**src/rtl/addr_bus_to_xlink_pkg.sv**
```systemverilog
// Shared XLink token values and initiator state encoding.
// Common to both bridge directions; imported by the initiator RTL.
package addr_bus_to_xlink_pkg;

    localparam logic [7:0] CT_END   = 8'h01;
    localparam logic [7:0] CT_ACK   = 8'h03;
    localparam logic [7:0] CT_NACK  = 8'h04;
    localparam logic [7:0] CT_WRITE = 8'hC1;
    localparam logic [7:0] CT_READ  = 8'hC2;

    typedef enum logic [3:0] {
        S_IDLE,
        S_TX_HDR,
        S_TX_ADDR,
        S_TX_DATA,
        S_TX_END,
        S_WAIT_HDR,
        S_RX_DATA,
        S_WAIT_END,
        S_DONE
    } xfer_state_e;

    function automatic logic [7:0] hdr_tok(input logic wr);
        return wr ? CT_WRITE : CT_READ;
    endfunction

endpackage

```
**src/rtl/addr_bus_to_xlink_tok_shift32.sv**
```systemverilog
// 4-byte MSB-first load/shift register with byte counter.
// Ports: load_i/load_word_i load, shift_i/shift_in_i shift, byte_o/word_o/cnt_o view.
module xlink_tok_shift32 (
    input  logic        clk,
    input  logic        reset,
    input  logic        load_i,
    input  logic [31:0] load_word_i,
    input  logic        shift_i,
    input  logic [7:0]  shift_in_i,
    output logic [7:0]  byte_o,
    output logic [31:0] word_o,
    output logic [1:0]  cnt_o
);

    logic [31:0] word_q;
    logic [1:0]  cnt_q;

    // Load wins over shift so a reload can happen on the last shift.
    always_ff @(posedge clk) begin
        if (reset) begin
            word_q <= '0;
            cnt_q  <= '0;
        end else if (load_i) begin
            word_q <= load_word_i;
            cnt_q  <= '0;
        end else if (shift_i) begin
            word_q <= {word_q[23:0], shift_in_i};
            cnt_q  <= cnt_q + 2'd1;
        end
    end

    assign byte_o = word_q[31:24];
    assign word_o = word_q;
    assign cnt_o  = cnt_q;

endmodule

```
**src/rtl/addr_bus_to_xlink.sv**
```systemverilog
// Bus-master-to-XLink initiator: serialises one read/write as a token stream,
// waits for the remote reply, returns data/ack/err. Bus side, TX PHY and RX PHY ports.
module addr_bus_to_xlink
    import addr_bus_to_xlink_pkg::*;
#(
    parameter int TIMEOUT_CYCLES = 65535,
    parameter int TO_W           = 16
) (
    input  logic        clk,
    input  logic        reset,
    input  logic [30:0] addr_bus,
    input  logic [31:0] data_bus_wr,
    output logic [31:0] data_bus_rd,
    input  logic        wr_strobe,
    input  logic        rd_strobe,
    output logic        busy,
    output logic        bus_ack,
    output logic        bus_err,
    output logic        overrun,
    output logic        tx_valid,
    output logic        tx_ctrl,
    output logic [7:0]  tx_data,
    input  logic        tx_ready,
    input  logic        rx_valid,
    input  logic        rx_ctrl,
    input  logic [7:0]  rx_data
);

    localparam logic [TO_W-1:0] TO_LAST =
        TO_W'(TIMEOUT_CYCLES > 0 ? TIMEOUT_CYCLES - 1 : 0);

    xfer_state_e     state_q, state_d;
    logic            dir_q, dir_d;
    logic            err_q, err_d;
    logic            ovr_q, ovr_d;
    logic [31:0]     data_q, data_d;
    logic [TO_W-1:0] cnt_q, cnt_d;

    logic        sh_load, sh_shift;
    logic [31:0] sh_word, sh_out;
    logic [7:0]  sh_in, sh_byte;
    logic [1:0]  sh_cnt;
    logic        in_wait, to_hit, rx_end;

    // One shifter: address bytes, then write data, then read assembly.
    xlink_tok_shift32 u_shift (
        .clk        (clk),
        .reset      (reset),
        .load_i     (sh_load),
        .load_word_i(sh_word),
        .shift_i    (sh_shift),
        .shift_in_i (sh_in),
        .byte_o     (sh_byte),
        .word_o     (sh_out),
        .cnt_o      (sh_cnt)
    );

    assign in_wait = state_q inside {S_WAIT_HDR, S_RX_DATA, S_WAIT_END};
    assign to_hit  = (TIMEOUT_CYCLES != 0) && in_wait && !rx_valid
                     && (cnt_q == TO_LAST);
    assign rx_end  = rx_valid && rx_ctrl && (rx_data == CT_END);
    assign busy    = (state_q != S_IDLE);
    assign overrun = ovr_q;

    always_comb begin
        state_d     = state_q;
        dir_d       = dir_q;
        err_d       = err_q;
        data_d      = data_q;
        ovr_d       = 1'b0;
        sh_load     = 1'b0;
        sh_word     = '0;
        sh_shift    = 1'b0;
        sh_in       = '0;
        tx_valid    = 1'b0;
        tx_ctrl     = 1'b0;
        tx_data     = '0;
        bus_ack     = 1'b0;
        bus_err     = 1'b0;
        data_bus_rd = '0;
        cnt_d       = (!in_wait || rx_valid) ? '0 : cnt_q + TO_W'(1);

        if (state_q != S_IDLE) ovr_d = wr_strobe | rd_strobe;
        else                   ovr_d = wr_strobe & rd_strobe;

        unique case (state_q)
            S_IDLE: begin
                if (wr_strobe ^ rd_strobe) begin
                    dir_d   = wr_strobe;
                    data_d  = data_bus_wr;
                    err_d   = 1'b0;
                    sh_load = 1'b1;
                    sh_word = {1'b0, addr_bus};
                    state_d = S_TX_HDR;
                end
            end
            S_TX_HDR: begin
                tx_valid = 1'b1;
                tx_ctrl  = 1'b1;
                tx_data  = hdr_tok(dir_q);
                if (tx_ready) state_d = S_TX_ADDR;
            end
            S_TX_ADDR: begin
                tx_valid = 1'b1;
                tx_data  = sh_byte;
                if (tx_ready) begin
                    sh_shift = 1'b1;
                    if (sh_cnt == 2'd3) begin
                        if (dir_q) begin
                            sh_load = 1'b1;
                            sh_word = data_q;
                            state_d = S_TX_DATA;
                        end else begin
                            state_d = S_TX_END;
                        end
                    end
                end
            end
            S_TX_DATA: begin
                tx_valid = 1'b1;
                tx_data  = sh_byte;
                if (tx_ready) begin
                    sh_shift = 1'b1;
                    if (sh_cnt == 2'd3) state_d = S_TX_END;
                end
            end
            S_TX_END: begin
                tx_valid = 1'b1;
                tx_ctrl  = 1'b1;
                tx_data  = CT_END;
                if (tx_ready) begin
                    // Clear the shifter so read assembly starts from zero.
                    sh_load = 1'b1;
                    state_d = S_WAIT_HDR;
                end
            end
            S_WAIT_HDR: begin
                if (to_hit) begin
                    err_d   = 1'b1;
                    state_d = S_DONE;
                end else if (rx_valid) begin
                    if (rx_ctrl && rx_data == CT_ACK) begin
                        state_d = dir_q ? S_WAIT_END : S_RX_DATA;
                    end else begin
                        // NACK, stray data or unexpected control.
                        err_d   = 1'b1;
                        state_d = rx_end ? S_DONE : S_WAIT_END;
                    end
                end
            end
            S_RX_DATA: begin
                if (to_hit) begin
                    err_d   = 1'b1;
                    state_d = S_DONE;
                end else if (rx_valid) begin
                    if (!rx_ctrl) begin
                        sh_shift = 1'b1;
                        sh_in    = rx_data;
                        if (sh_cnt == 2'd3) state_d = S_WAIT_END;
                    end else begin
                        // A premature END already closes the reply.
                        err_d   = 1'b1;
                        state_d = rx_end ? S_DONE : S_WAIT_END;
                    end
                end
            end
            S_WAIT_END: begin
                if (to_hit) begin
                    err_d   = 1'b1;
                    state_d = S_DONE;
                end else if (rx_end) begin
                    state_d = S_DONE;
                end
            end
            S_DONE: begin
                bus_ack = 1'b1;
                bus_err = err_q;
                if (!dir_q && !err_q) data_bus_rd = sh_out;
                state_d = S_IDLE;
            end
            default: state_d = S_IDLE;
        endcase
    end

    always_ff @(posedge clk) begin
        if (reset) begin
            state_q <= S_IDLE;
            dir_q   <= 1'b0;
            err_q   <= 1'b0;
            ovr_q   <= 1'b0;
            data_q  <= '0;
            cnt_q   <= '0;
        end else begin
            state_q <= state_d;
            dir_q   <= dir_d;
            err_q   <= err_d;
            ovr_q   <= ovr_d;
            data_q  <= data_d;
            cnt_q   <= cnt_d;
        end
    end

endmodule
```
**config.mk**
```make
export PLATFORM = sky130hd
export DESIGN_NAME = addr_bus_to_xlink
export DESIGN_NICKNAME = d
export VERILOG_FILES = /design/src/rtl/addr_bus_to_xlink_pkg.sv /design/src/rtl/addr_bus_to_xlink_tok_shift32.sv /design/src/rtl/addr_bus_to_xlink.sv
export SDC_FILE = /design/constraint.sdc
export NUM_CORES = 1
export LEC_CHECK = 0
export BUFFER_PORTS_ARGS = -buffer_cell sky130_fd_sc_hd__buf_2
export CAP_MARGIN = 20
export CORE_ASPECT_RATIO = 1.75
export CORE_MARGIN = 5
export CORE_UTILIZATION = 55
export DETAILED_ROUTE_END_ITERATION = 10
export MAX_ROUTING_LAYER = met4
export PLACE_DENSITY = 0.89
export SETUP_SLACK_MARGIN = 0.15
export SLEW_MARGIN = 10
export SYNTH_ARGS = -nofsm -noshare
export SYNTH_HDL_FRONTEND = slang
export SYNTH_SLANG_ARGS = --single-unit
```
**constraint.sdc**
```tcl
create_clock -name clk -period 3 [get_ports clk]
set_clock_uncertainty 0.1 [all_clocks]
set_input_delay 0.15 -clock clk [delete_from_list [all_inputs] [get_ports clk]]
set_output_delay 0.15 -clock clk [all_outputs]
set_load 0.01 [all_outputs]
```
# Word level (Yosys, flattened, before mapping)
# Index checks and enable logic that the tools add are counted.
# op_classes
reduce_logical	24
muxes	59
n_addsub	2
bitwise	3
n_eq_ne	26
# ops
op	count
two-way mux 32 bit	7
two-way mux 4 bit	17
one-hot mux 32 bit (2 select lines)	1
two-way mux 8 bit	4
one-hot mux 4 bit (8 select lines)	1
two-way mux 31 bit	1
one-hot mux 8 bit (3 select lines)	1
two-way mux 1 bit	22
adder 16 x 1 -> 16 bit, second input constant	1
== test 16 bit, second input constant	1
== test 4 x 3 -> 1 bit, second input constant	4
!= test 2 bit, second input constant	8
!= test 3 bit, second input constant	5
AND reduction 11 bit	1
== test 4 x 2 -> 1 bit, second input constant	2
== test 8 x 1 -> 1 bit, second input constant	1
== test 8 x 2 -> 1 bit, second input constant	1
nonzero test 4 bit	2
OR reduction 2 bit	4
AND reduction 7 bit	1
logical AND 1 bit	6
== test 4 x 1 -> 1 bit, second input constant	1
== test 4 bit, second input constant	1
zero test 1 bit	4
17 further kinds	17
# word_totals
ff_bits	89
inputBits	78
out_inout_bits	46
word_cells	122

# Logic depth before layout (Yosys ltp)
# depth
ltp_word	8
depth_mapped	9
depth_no_buf	8

# Cells and area by module
# From an unflattened synthesis, not the netlist that was laid out.
# unflattened
hier_cells	564
hier_area_um2	4770.8
# by_module_without_submodules
mod	area_each_um2	cells_per_inst	seq_area_each_um2	instances
addr_bus_to_xlink	3094.2	406	1101.1	1
xlink_tok_shift32	1676.6	158	680.7	1

# Worst setup path before layout
# Ideal clock, no wire load.
# synth_path
path_type	register -> register
from	register state_q[1]
to	register u_shift.word_q[31], in the netlist u_shift.word_o[31]
t_arrival_ps	1695
required_time_ps	2772
path_buffers	3
synth_period_minus_slack_ps	1923
path_stages_with_launch	9
setup_ps	128
setup_slack_ps	1077
cell_sequence	dfxtp_1 buf_6 and2_1 buf_2 a32oi_4 buf_6 mux2_2 a22oi_1 nor2_1
# synth_via
elab_chain_len	7
elab_cells_between_ends	17
classes_between	6 x eq/ne; 5 x mux; 6 x reduce/logical
# synth_lines
item	line	rtl
from (decl)	addr_bus_to_xlink.sv:32	xfer_state_e state_q, state_d;
from (signal assigned)	addr_bus_to_xlink.sv:194	state_q <= state_d;
== test 4 x 3 -> 1 bit, on equally long branches	addr_bus_to_xlink.sv:58, addr_bus_to_xlink.sv:86	
nonzero test 3 bit	addr_bus_to_xlink.sv:58	assign in_wait = state_q inside {S_WAIT_HDR, S_RX_DATA, S_WAIT_END};
logical AND 1 bit	addr_bus_to_xlink.sv:59	assign to_hit = (TIMEOUT_CYCLES != 0) && in_wait && !rx_valid
logical AND 1 bit	addr_bus_to_xlink.sv:60	&& (cnt_q == TO_LAST);
two-way mux 1 bit	addr_bus_to_xlink.sv:152	if (to_hit) begin
one-hot mux 1 bit (2 select lines)	addr_bus_to_xlink.sv:86	unique case (state_q)
nonzero test 2 bit (no line)	n/a	
to (signal assigned)	addr_bus_to_xlink_tok_shift32.sv:24	word_q <= load_word_i;
to (signal assigned)	addr_bus_to_xlink_tok_shift32.sv:27	word_q <= {word_q[23:0], shift_in_i};
to (decl)	addr_bus_to_xlink_tok_shift32.sv:15	logic [31:0] word_q;
# Parallel ways exist; a longest one is shown, timed or not.
# A chain may end at the register's enable or synchronous reset.

# Worst setup path in the final report
# layout_path
from	register state_q[3]
to	output data_bus_rd[15]
# layout_via
elab_chain_len	2
# layout_lines
item	line	rtl
== test 4 bit	addr_bus_to_xlink.sv:86	
two-way mux 32 bit	addr_bus_to_xlink.sv:86	
to (decl)	addr_bus_to_xlink.sv:13	output logic [31:0] data_bus_rd,
# Every way passes these cells.

==> impl_metrics.ini <==
[synth]
synthXorXnorAreaFrac_pct = 3.27
synth_cell_types = 52
ys.flop_type = dfxtp_1
synth_top_family_by_area = simple AND/OR/NAND/NOR gates
synth.top_cells.by_area = dfxtp_1, nand2_1, nor2_1
async_flop_share_pct = 0
synthSimpleGateAreaFrac_pct = 25.1
syn_area_per_cell_um2 = 8.13
yosysSeqAreaShare_pct = 39.2
ys_ff_latch = 89
syn-num-nets = 642
synth-edff-count = 0
yosys.area_share.adder_pct = 1.38
synth_compound_area_share_pct = 23.3
synth_top_area_cell = dfxtp_1
synthMuxAreaShare_pct = 1.13
ys_warn_count = 0
syn_area_mm2 = 0.00455
syn_inst = 559
yosys.area.top_type_share_pct = 39.2

[cells_and_area]
layout.cells.non_filler = 785
antenna_cells = 0
nets = 771
mostFrequentLayoutCell = buf_2
area_growth_pct = 25.6
final_layout_size_suffix_gt1_share_pct = 23.7
final_cell_mix = buf_2, dfxtp_1, nand2_1
fillCellCount = 627

[detailed_routing]
vias_per_cell = 5.85
finalWirelength_mm = 13.2
drc = 0
firstDrtPassIters = 6
wl_per_cell_um = 16.9
vias = 4591
drtIter0Drc = 358
antenna_left = 0

[setup_path]
startpoint_type = register
end_kind = primary output
path_class = reg -> out
crit_slowest_cell = dfxtp_1
cp-startpoint = state_q[3]$_SDFFE_PP0P_
crit_required_ns = 2.75
worstPathCellList = nor4b_2 -> nor3b_4 -> buf_4 -> and2_1 -> buf_2
rr_startpoint = state_q[0]$_SDFFE_PP0P_
cp_max_fo = 21
arrival_ns = 2.45
slowest_delay_ns = 0.58

[cts]
clk_pin_slew_ns = 0.07
clkSinkCount = 89
clock_path_buffers = 2
cts-buffers-inserted = 9
root_buffer = clkbuf_16
clock_insertion_delay_worst_skew_ns = 0.35
htreeDepth = 3
cts_tree = yes

[sta]
clock.fmax_mhz = 371
final_hold_viol_count = 0
setup_viol_count_final = 0
timing.slew.headroom_pct = 48.9
setup_tns_ns = 0
worst_slack_ns = 0.301
post-route-period-util_pct = 90.0
whs_ns = 0.0116
report.final.slew_viol_count = 0
worst_pin_slew_ns = 0.767
layout_min_cycle_time_ns = 2.70
rsz0062_at_grt = false

[power_and_ir_drop]
clkPwrFrac_pct = 24.5
seq_power_share_pct = 39.4
switching_share_pct = 38.5
combinationalPowerShare_pct = 36.1
power.internal_uw = 2730
p_leak_uw = 0.00239
irDropWorstVdd_mv = 0.460
p_per_area_mw_per_mm2 = 776
p_sw_uw = 1710
fin_total_pwr_uw = 4430

[global_routing]
grt_usage_pct = 26.3
antenna_found_initial = 0
grt_max_degree = 75
grt_pass1_wl_mm = 20.9
grt_pass1_vias = 4352
overflow = 0

[die]
io_pins = 124
die_area_mm2 = 0.0103
die_w_um = 78.7
core_area_mm2 = 0.00820
fp.dieH_um = 130
initial_core_util_pct = 55.4
rows = 44

[placed_design]
place_inst = 737
place_ws_ns = 0.522
place_congestion = 0.848
hpwlAfterDp_mm = 9.00
io_buffers = 123

[worst_hold_path]
min_path_type = in -> reg
hp-start = data_bus_wr[0]

[run]
max_cap_viol_count = 0

[status]
status = complete, no violations
[layout make-up]
class	count	area (um2)	share of cell area, %
clock inverter	5	38.8	0.679
sequential	89	1780	31.2
clock buffer	11	253	4.42
inverter	6	22.5	0.394
timing repair buffer	167	1030	18.0
tap	92	115	2.01
multi-input combinational	415	2480	43.3
[worst max-delay path, delay by kind of cell, from the launching register on]
kind / cells / cell delay, ns
simple gates: 3 / 1.07
flops: 1 / 0.58
buf+inv: 2 / 0.44
[cell families (layout without fill, tap and decap cells)]
family / count (synthesis) / in the layout
mux: 5 / 5
fa+ha+maj: 5 / 5
flops: 89 / 89
compound gates: 151 / 151
buf+inv: 55 / 189
xor+xnor: 17 / 17
simple gates: 237 / 237
[what timing repair did]
action / CTS / global route
setup endpoints to repair: 0 / 21
hold buffers: 32 / 0
endpoints found under the hold margin: 32 / 0
buffers inserted: 0 / 0
resized for setup: 0 / 1
[sequential cells by signal (all words and copies together) (netlist names)]
signal,flops
data_q,32
u_shift.word_o,32
cnt_q,16
state_q,4
u_shift.cnt_o,2
dir_q,1
err_q,1
overrun,1
[per-stage QoR]
step                      area, um2  util, %
after global routing           5710     69.6
after CTS                      5710     69.6
after detailed placement       5090     62.1
after floorplan                4550        -
final                          5710     69.6
after global placement         5090     62.1
[routing by layer]
metal | global-route usage (%) | wire length, um | part of all wire, % | vias to the layer above
li1 | - | - | - | 2227
met1 | 30.1 | 5100 | 39 | 2104
met2 | 43.9 | 6760 | 51 | 214
met3 | 4.42 | 811 | 6.1 | 46
met4 | 13.9 | 559 | 4.2 | 0
met5 | - | 0 | 0 | -
[power by group through the flow]
stage               Combinational [uW]  Clock, uW  Sequential, uW
floorplan                         1320          0            1620
global placement                  1510          0            1750
detailed placement                1540          0            1760
CTS                               1590       1090            1740
global route                      1780       1140            1780
finish                            1600       1090            1750
[synth_stat cells, types with 9 or more instances]
cell type	n
a211oi_1	24
nand3_1	9
a21oi_1	42
o21ai_0	12
nor3_1	14
xor2_1	13
a22oi_1	26
o21ai_1	18
and2_1	36
dfxtp_1	89
buf_2	16
clkbuf_1	20
nor2_1	62
nand2_1	80
[final timing paths]
kind / cells after the start / slack [ns] / to
worst max-delay path: 5 / 0.30 / data_bus_rd[15]
worst min-delay path: 3 / 0.01 / data_q[0]$_SDFFE_PP0P_
worst max register to register: 5 / 0.40 / u_shift.word_o[14]$_SDFFE_PP0P_
worst min register to register: 2 / 0.35 / data_q[19]$_SDFFE_PP0P_
Power figures use the tool's default switching activity.
